`config.mk`:
```
export PLATFORM = sky130hd
export DESIGN_NAME = serial_adder
export DESIGN_NICKNAME = d
export VERILOG_FILES = /design/src/rtl/serial_adder.sv
export SDC_FILE = /design/constraint.sdc
export NUM_CORES = 1
export LEC_CHECK = 0
export ABC_CLOCK_PERIOD_IN_PS = 2300
export CORE_UTILIZATION = 45
export DETAILED_ROUTE_END_ITERATION = 6
export GPL_TIMING_DRIVEN = 0
export HOLD_SLACK_MARGIN = 0.12
export PLACE_DENSITY = 0.71
export SLEW_MARGIN = 20
export SYNTH_ARGS = -nofsm -noshare
export SYNTH_HDL_FRONTEND = slang
export SYNTH_SLANG_ARGS = --single-unit
```
`constraint.sdc`:
```
create_clock -name clk -period 2.3 [get_ports clk]
set_input_delay 0.46 -clock clk [delete_from_list [all_inputs] [get_ports clk]]
set_output_delay 0.46 -clock clk [all_outputs]
set_load 0.01 [all_outputs]
```
`src/rtl/serial_adder.sv`:
```
// Bit-serial adder/subtractor: one full-adder cell, one bit per clock, start/done handshake.
// Optional SERIAL_ADDER_OVERFLOW_EN builds the two's-complement overflow capture; otherwise overflow is 0.
module serial_adder #(
   parameter int WIDTH = 8
) (
   input  logic             clk,
   input  logic             rst_n,
   input  logic             start,
   input  logic             sub,
   input  logic [WIDTH-1:0] a,
   input  logic [WIDTH-1:0] b,
   input  logic             carry_in,
   output logic             busy,
   output logic             done,
   output logic [WIDTH-1:0] result,
   output logic             carry_out,
   output logic             overflow
);

   localparam int CW = $clog2(WIDTH + 1);
   localparam logic [CW-1:0] LAST_BIT = CW'(WIDTH - 1);

   localparam logic [1:0] ST_IDLE = 2'd0;
   localparam logic [1:0] ST_RUN  = 2'd1;
   localparam logic [1:0] ST_DONE = 2'd2;

   logic [1:0]       state_r;
   logic [WIDTH-1:0] sa_r;
   logic [WIDTH-1:0] sb_r;
   logic [WIDTH-2:0] acc_r;
   logic             carry_r;
   logic [CW-1:0]    cnt_r;
   logic             busy_r;
   logic             done_r;
   logic [WIDTH-1:0] result_r;
   logic             cout_r;

   logic             sum_s;
   logic             fa_cout_s;
   logic             last_s;
   logic [WIDTH-1:0] acc_next_s;

   // The single full-adder cell; sum bits enter at the MSB so the LSB ends up at bit 0.
   assign sum_s      = sa_r[0] ^ sb_r[0] ^ carry_r;
   assign fa_cout_s  = (sa_r[0] & sb_r[0]) | (carry_r & (sa_r[0] ^ sb_r[0]));
   assign last_s     = (cnt_r == LAST_BIT);
   assign acc_next_s = {sum_s, acc_r};

   // Sequencer, operand shift registers and result capture.
   always_ff @(posedge clk or negedge rst_n) begin
      if (!rst_n) begin
         state_r  <= ST_IDLE;
         sa_r     <= '0;
         sb_r     <= '0;
         acc_r    <= '0;
         carry_r  <= 1'b0;
         cnt_r    <= '0;
         busy_r   <= 1'b0;
         done_r   <= 1'b0;
         result_r <= '0;
         cout_r   <= 1'b0;
      end else begin
         done_r <= 1'b0;
         case (state_r)
            ST_IDLE, ST_DONE: begin
               if (start) begin
                  sa_r    <= a;
                  sb_r    <= sub ? ~b : b;
                  carry_r <= sub ? 1'b1 : carry_in;
                  acc_r   <= '0;
                  cnt_r   <= '0;
                  busy_r  <= 1'b1;
                  state_r <= ST_RUN;
               end else begin
                  state_r <= ST_IDLE;
               end
            end
            ST_RUN: begin
               sa_r    <= sa_r >> 1;
               sb_r    <= sb_r >> 1;
               carry_r <= fa_cout_s;
               acc_r   <= acc_next_s[WIDTH-1:1];
               cnt_r   <= cnt_r + CW'(1);
               if (last_s) begin
                  result_r <= acc_next_s;
                  cout_r   <= fa_cout_s;
                  busy_r   <= 1'b0;
                  done_r   <= 1'b1;
                  state_r  <= ST_DONE;
               end else begin
                  state_r  <= ST_RUN;
               end
            end
            default: begin
               busy_r  <= 1'b0;
               state_r <= ST_IDLE;
            end
         endcase
      end
   end

`ifdef SERIAL_ADDER_OVERFLOW_EN
   logic ovf_r;

   // Overflow = carry into the MSB (still in carry_r on the last bit) XOR carry out of it.
   always_ff @(posedge clk or negedge rst_n) begin
      if (!rst_n) begin
         ovf_r <= 1'b0;
      end else if ((state_r == ST_RUN) && last_s) begin
         ovf_r <= carry_r ^ fa_cout_s;
      end else begin
         ovf_r <= ovf_r;
      end
   end

   assign overflow = ovf_r;
`else
   assign overflow = 1'b0;
`endif

   assign busy      = busy_r;
   assign done      = done_r;
   assign result    = result_r;
   assign carry_out = cout_r;

endmodule

```
Word-level counts from Yosys, hierarchy flattened. Index checks and enable logic that the tools add are counted.

Reduce and logical (&&, ||, !) cells: 6. $add $sub $neg: 1. Magnitude comparators: 0. Multiply operators: 0. Eq/ne operators: 5. Shift-type cells: 0. Bitwise gates (word level): 6. Div/mod/pow operators: 0. Mux-type cells: 20.

Operators by type and width (number): 8-bit case mux with 2 select lines (2); 8-bit 2-to-1 mux (3); 7-bit case mux with 2 select lines (1); 8-bit inverter (1); 4-bit case mux with 2 select lines (1); 1-bit 2-to-1 mux (7); 7-bit 2-to-1 mux (1); 2-bit AND reduction (3); 4-bit by 1-bit adder with 4-bit output, second input constant (1); 4-bit by 3-bit == test with 1-bit output, second input constant (1); 4-bit 2-to-1 mux (1); 2-bit inequality test, second input constant (2); 1-bit case mux with 2 select lines (2); 2-bit case mux with 2 select lines (1); 1-bit AND (2); 2-bit by 1-bit == test with 1-bit output, second input constant (1); 2-bit == test, second input constant (1); 2-bit logical NOT (1); 2-bit 2-to-1 mux (1); 2-bit nonzero test (1); 2-bit OR reduction (1); 1-bit XOR (2); 1-bit OR (1).

Latch bits: 0. Memory bits (read-only): 0. RAM bits: 0. Register bits: 41. Output and inout port bits: 12. Input port bits: 21. Logic and storage cells: 48. Memories kept: 0.

Longest topological paths before layout.
Depth after elaboration: 4. Depth in mapped cells: 5.

Worst setup path before layout. OpenSTA, ideal clock, no wires.

Path kind: register to register. From: register cnt_r[0]. To: register cout_r (netlist: carry_out). Path buffers: 1. Required time: 2172 ps. Cell stages (with the launch flop): 6. Arrival time: 1324 ps. Clock period less this slack: 1451 ps. Library setup time: 128 ps. Path slack: 849 ps. Path through: dfrtp_1 -> ha_1 -> nand3b_1 -> nor3b_1 -> buf_4 -> mux2_1.

Cells in the longest elaborated chain, start to end: 2.

Ends and longest elaborated chain: from (decl) (line 32) `logic [CW-1:0] cnt_r;`; from (signal assigned) (line 83) `cnt_r <= cnt_r + CW'(1);`; 4-bit by 3-bit == test with 1-bit output (line 46) `assign last_s = (cnt_r == LAST_BIT);`; 2-bit AND reduction (no source line); to (signal assigned) (line 86) `cout_r <= fa_cout_s;`; to (decl) (line 36) `logic cout_r;`.

No other way between the ends. A chain may end at the register's enable or synchronous reset.

Final worst setup path.
From: input start. To: register carry_r.

Cells in the longest elaborated chain, start to end: 2.

Ends and longest elaborated chain: from (decl) (line 8) `input logic start,`; 2-bit inequality test (no source line); 2-bit AND reduction (no source line); to (signal assigned) (line 69) `carry_r <= sub ? 1'b1 : carry_in;`; to (signal assigned) (line 81) `carry_r <= fa_cout_s;`; to (decl) (line 31) `logic carry_r;`.

No other way between the ends.

==> impl_results.md <==
* Synth-to-layout area growth at 28.89%
* Area post-placement at 2095 sq um
* Synth top area cells: dfrtp_1 (58%), a22o_1 (9.2%), mux2_1 (5.9%)
* Number of storage elements in the synthesis netlist at 40
* Synthesis warning total at 0
* Fraction of the mapped netlist area in adder cells at 1.892%
* Clock tree from TritonCTS: done
* Crit path kind: in2reg
* Clock-pin slew on the worst setup and hold paths at roughly 80 ps
* Clk_lat worst skew at around 290 ps
* Share of Yosys cell area claimed by the top area cell type at 58.22%
* Setup-violating endpoint count in the final report at 0
* Endpoint of the worst register-to-register path: result[3]
* Effective utilization at floorplan at between 40% and 50%
* Area of the die at slightly above 4000 sq um
* Worst Min Path Start: cnt_r[3]
* Unrepaired setup endpoints after global routing: no
* Crit path launch type: primary input
* Proportion of power drawn by the clock network at between 15 and 20%
* Sw Ratio at between 30% and 40%
* Final hold violation count at 0
* Switching component of the power at 0.9129 mW
* Run status: finished, final reports clean
* Gate count of the mapped netlist at 130
* Global-route congestion overflow total at 0
* Routed Antenna Nets at 0
* Path category of the worst min-delay check: reg2reg
* GRT Overall Usage at about 18%
* Area leader, netlist: dfrtp_1
* Buffer type at the clock tree root: clkbuf_8
* Largest net degree at the start of global routing at 33
* Fin crit period at 1764 ps
* Worst-case vdd ir drop at roughly 0.52 mV
* Drt first pass iters at 4
* Least setup slack across all paths after layout at about 540 ps
* Primary flip-flop cell chosen by synthesis mapping: dfrtp_1
* Layout Cell Area excl Fill at approximately 2200 sq um
* Core Box Area at about 3700 sq um
* Combinational Power Share at between 30% and 40%
* Total Wirelength at around 3.1 mm
* Setup fix buffers added after clock tree synthesis at 0
* Share of cell area taken by muxes after synthesis at 7.060%
* Fin nets at 192
* Share of layout cells above drive strength 1 at around 12%
* Combined area of all synthesized cells at 1719 sq um
* Hold Crit Depth at 1
* Global-route wire length before repair at 5.457 mm
* Portion of the post-synthesis area used by sequential elements at 58.22%
* Register-to-Register Path Depth at 5
* R2R setup slack at between 600 and 700 ps
* Resized Gates After CTS at 0
* Worst slack after detailed placement at 227.9 ps
* Initial antenna violation count at 0
* Hold Buf Count CTS at 1
* Vias per cell at about 5.2
* Max-slew violation count at 0
* Post-Synth Simple-Gate Area at about 7%
* Antenna diode count at 0
* Inserted Clock Buffers at 5
* Total I/O pin count at 33
* Average detailed-routed wire length per instance at roughly 14 um
* Post-synth ARST share at 100.0%
* Largest family of logic cells by synthesized area: compound AO/OA/AOI/OAI gates
* Number of fillers in the final layout at ~300
* Max-capacitance violation count at 0
* Leak at roughly 1.0 nW
* Internal cell power at around 2.0 mW
* Number of unique standard cell types used by synthesis at 25
* Count of vias placed by the detailed router at 1137
* Detailed placer's ending HPWL at between 2 and 2.5 mm
* Number of enable-type register cells in the synthesized netlist at 0
* Post-route clock period utilization at approximately 77%
* Placement row count at 22
* Detailed Route Iter0 Violations at 39
* Hold path endpoint: cnt_r[3]
* TritonCTS sink count at 40
* Launching point of the worst reg2reg path: cnt_r[0]
* Maximum clock insertion buffer count at 2
* Post-synth net total at 153
* Chip height at 63.81 um
* Syn avg cell area at about 13 sq um
* Buffers on Ports at 30
* Peak clock frequency supported by timing at about 570 MHz
* Crit path DAT at 1940 ps
* H-tree levels at 2
* Core utilization of the finished layout at slightly above 60%
* Power density over the cells at around 1300 nW/um^2
* DRC Markers at 0
* Maximum clock skew at final layout at between 7 and 8 ps
* Die Wd at 63.81 um
* Number of global-route vias before repair at between 1000 and 1500
* Complex-gate fraction of the synthesized area at about 17%
* Sequential power share at 42.3%
* RePlAce Congestion at roughly 0.76
* Xor and xnor fraction of the mapped netlist area at 4.585%
* Required time of the critical path at around 2500 ps
* Critical path endpoint category: flip-flop
* Crit path max fanout at 10
==> registers in the layout (all words and copies together) (netlist names) <==
name / count
carry_r: 1
done: 1
cnt_r: 4
acc_r: 7
state_r: 1
busy: 1
sb_r: 8
sa_r: 8
result: 8
carry_out: 1
==> worst max-delay path by stage <==
stage / slack, ps / depth (start not counted) / endpoint / start
6_report: 540 / 5 / carry_r / start
5_1_grt: 460 / 5 / sb_r[6] / start
4_1_cts: 540 / 5 / carry_r / start
3_5_place_dp: 230 / 5 / sb_r[5] / start
3_3_place_gp: -140 / 1 / sb_r[7] / rst_n
2_1_floorplan: 850 / 5 / carry_out / cnt_r[0]
==> layer usage <==
| layer | vias up | part of all wire [%] | track usage [%] |
|---|---|---|---|
| met1 | 559 | 45 | 22.96 |
| met5 | - | 0 | 0 |
| met2 | 29 | 49 | 28.59 |
| met3 | 6 | 4.3 | 5.536 |
| met4 | 0 | 1.3 | 6.534 |
| li1 | 543 | - | - |
==> synthesized netlist by cell type, types with 2 or more instances <==
master / n
a21o_1: 7
a221o_1: 8
a22o_1: 18
buf_2: 5
buf_4: 2
buf_6: 2
dfrtp_1: 40
mux2_1: 9
mux2i_1: 2
nand2_1: 3
nand3b_1: 2
nor2_1: 11
nor2b_1: 2
xnor2_1: 8
==> critical path, stage by stage <==
cell and delay [ps]:
clkdlybuf4s50_1 490, nor2b_1 330, nor2_2 140, buf_2 220, a221o_1 300
==> cell type report <==
class	count	area [sq um]	area share, %
Tap cell	48	60.06	2.710
Clock buffer	5	68.82	3.106
Buffer	10	66.31	2.993
Sequential cell	40	1001	45.17
Clock inverter	3	42.54	1.920
Multi-Input combinational cell	80	651.9	29.42
Timing Repair Buffer	32	325.3	14.68
==> metrics by stage <==
step	setup TNS [ps]	instances	total power [mW]	hold WS (ps)
after floorplan	0	130	1.946	164.4
after global placement	-5412	208	2.272	459.0
after detailed placement	0	209	2.330	338.1
after CTS	0	218	2.905	474.2
after global routing	0	218	3.088	477.4
final	0	218	2.877	470.1
==> power by group through the flow <==
stage	logic [mW]	clock network, mW	registers [mW]
floorplan	0.737	0	1.21
global placement	1.07	0	1.21
detailed placement	1.11	0	1.22
CTS	1.11	0.576	1.21
global route	1.23	0.601	1.26
finish	1.10	0.560	1.22
==> cells in the final DEF, fill, tap and decap left out, drive strengths merged, types with 6 or more instances in the layout <==
| cell type | synthesis | final |
|---|---|---|
| clkdlybuf4s50 | 0 | 29 |
| mux2 | 9 | 9 |
| nor2 | 12 | 12 |
| a22o | 18 | 18 |
| clkbuf | 1 | 6 |
| dfrtp | 40 | 40 |
| buf | 9 | 11 |
| xnor2 | 8 | 8 |
| a21o | 7 | 7 |
| a221o | 8 | 8 |
==> logic make-up after synthesis <==
| kind of cell | count (synthesis) |
|---|---|
| AOI/OAI and AO/OA | 34 |
| xor gates and xnor gates | 9 |
| adders and majority gates | 2 |
| buffers and inverters | 10 |
| DFF | 40 |
| muxes | 11 |
| other | 1 |
| and+or+nand+nor | 23 |
Note: power is estimated with default switching activity, not from simulation.
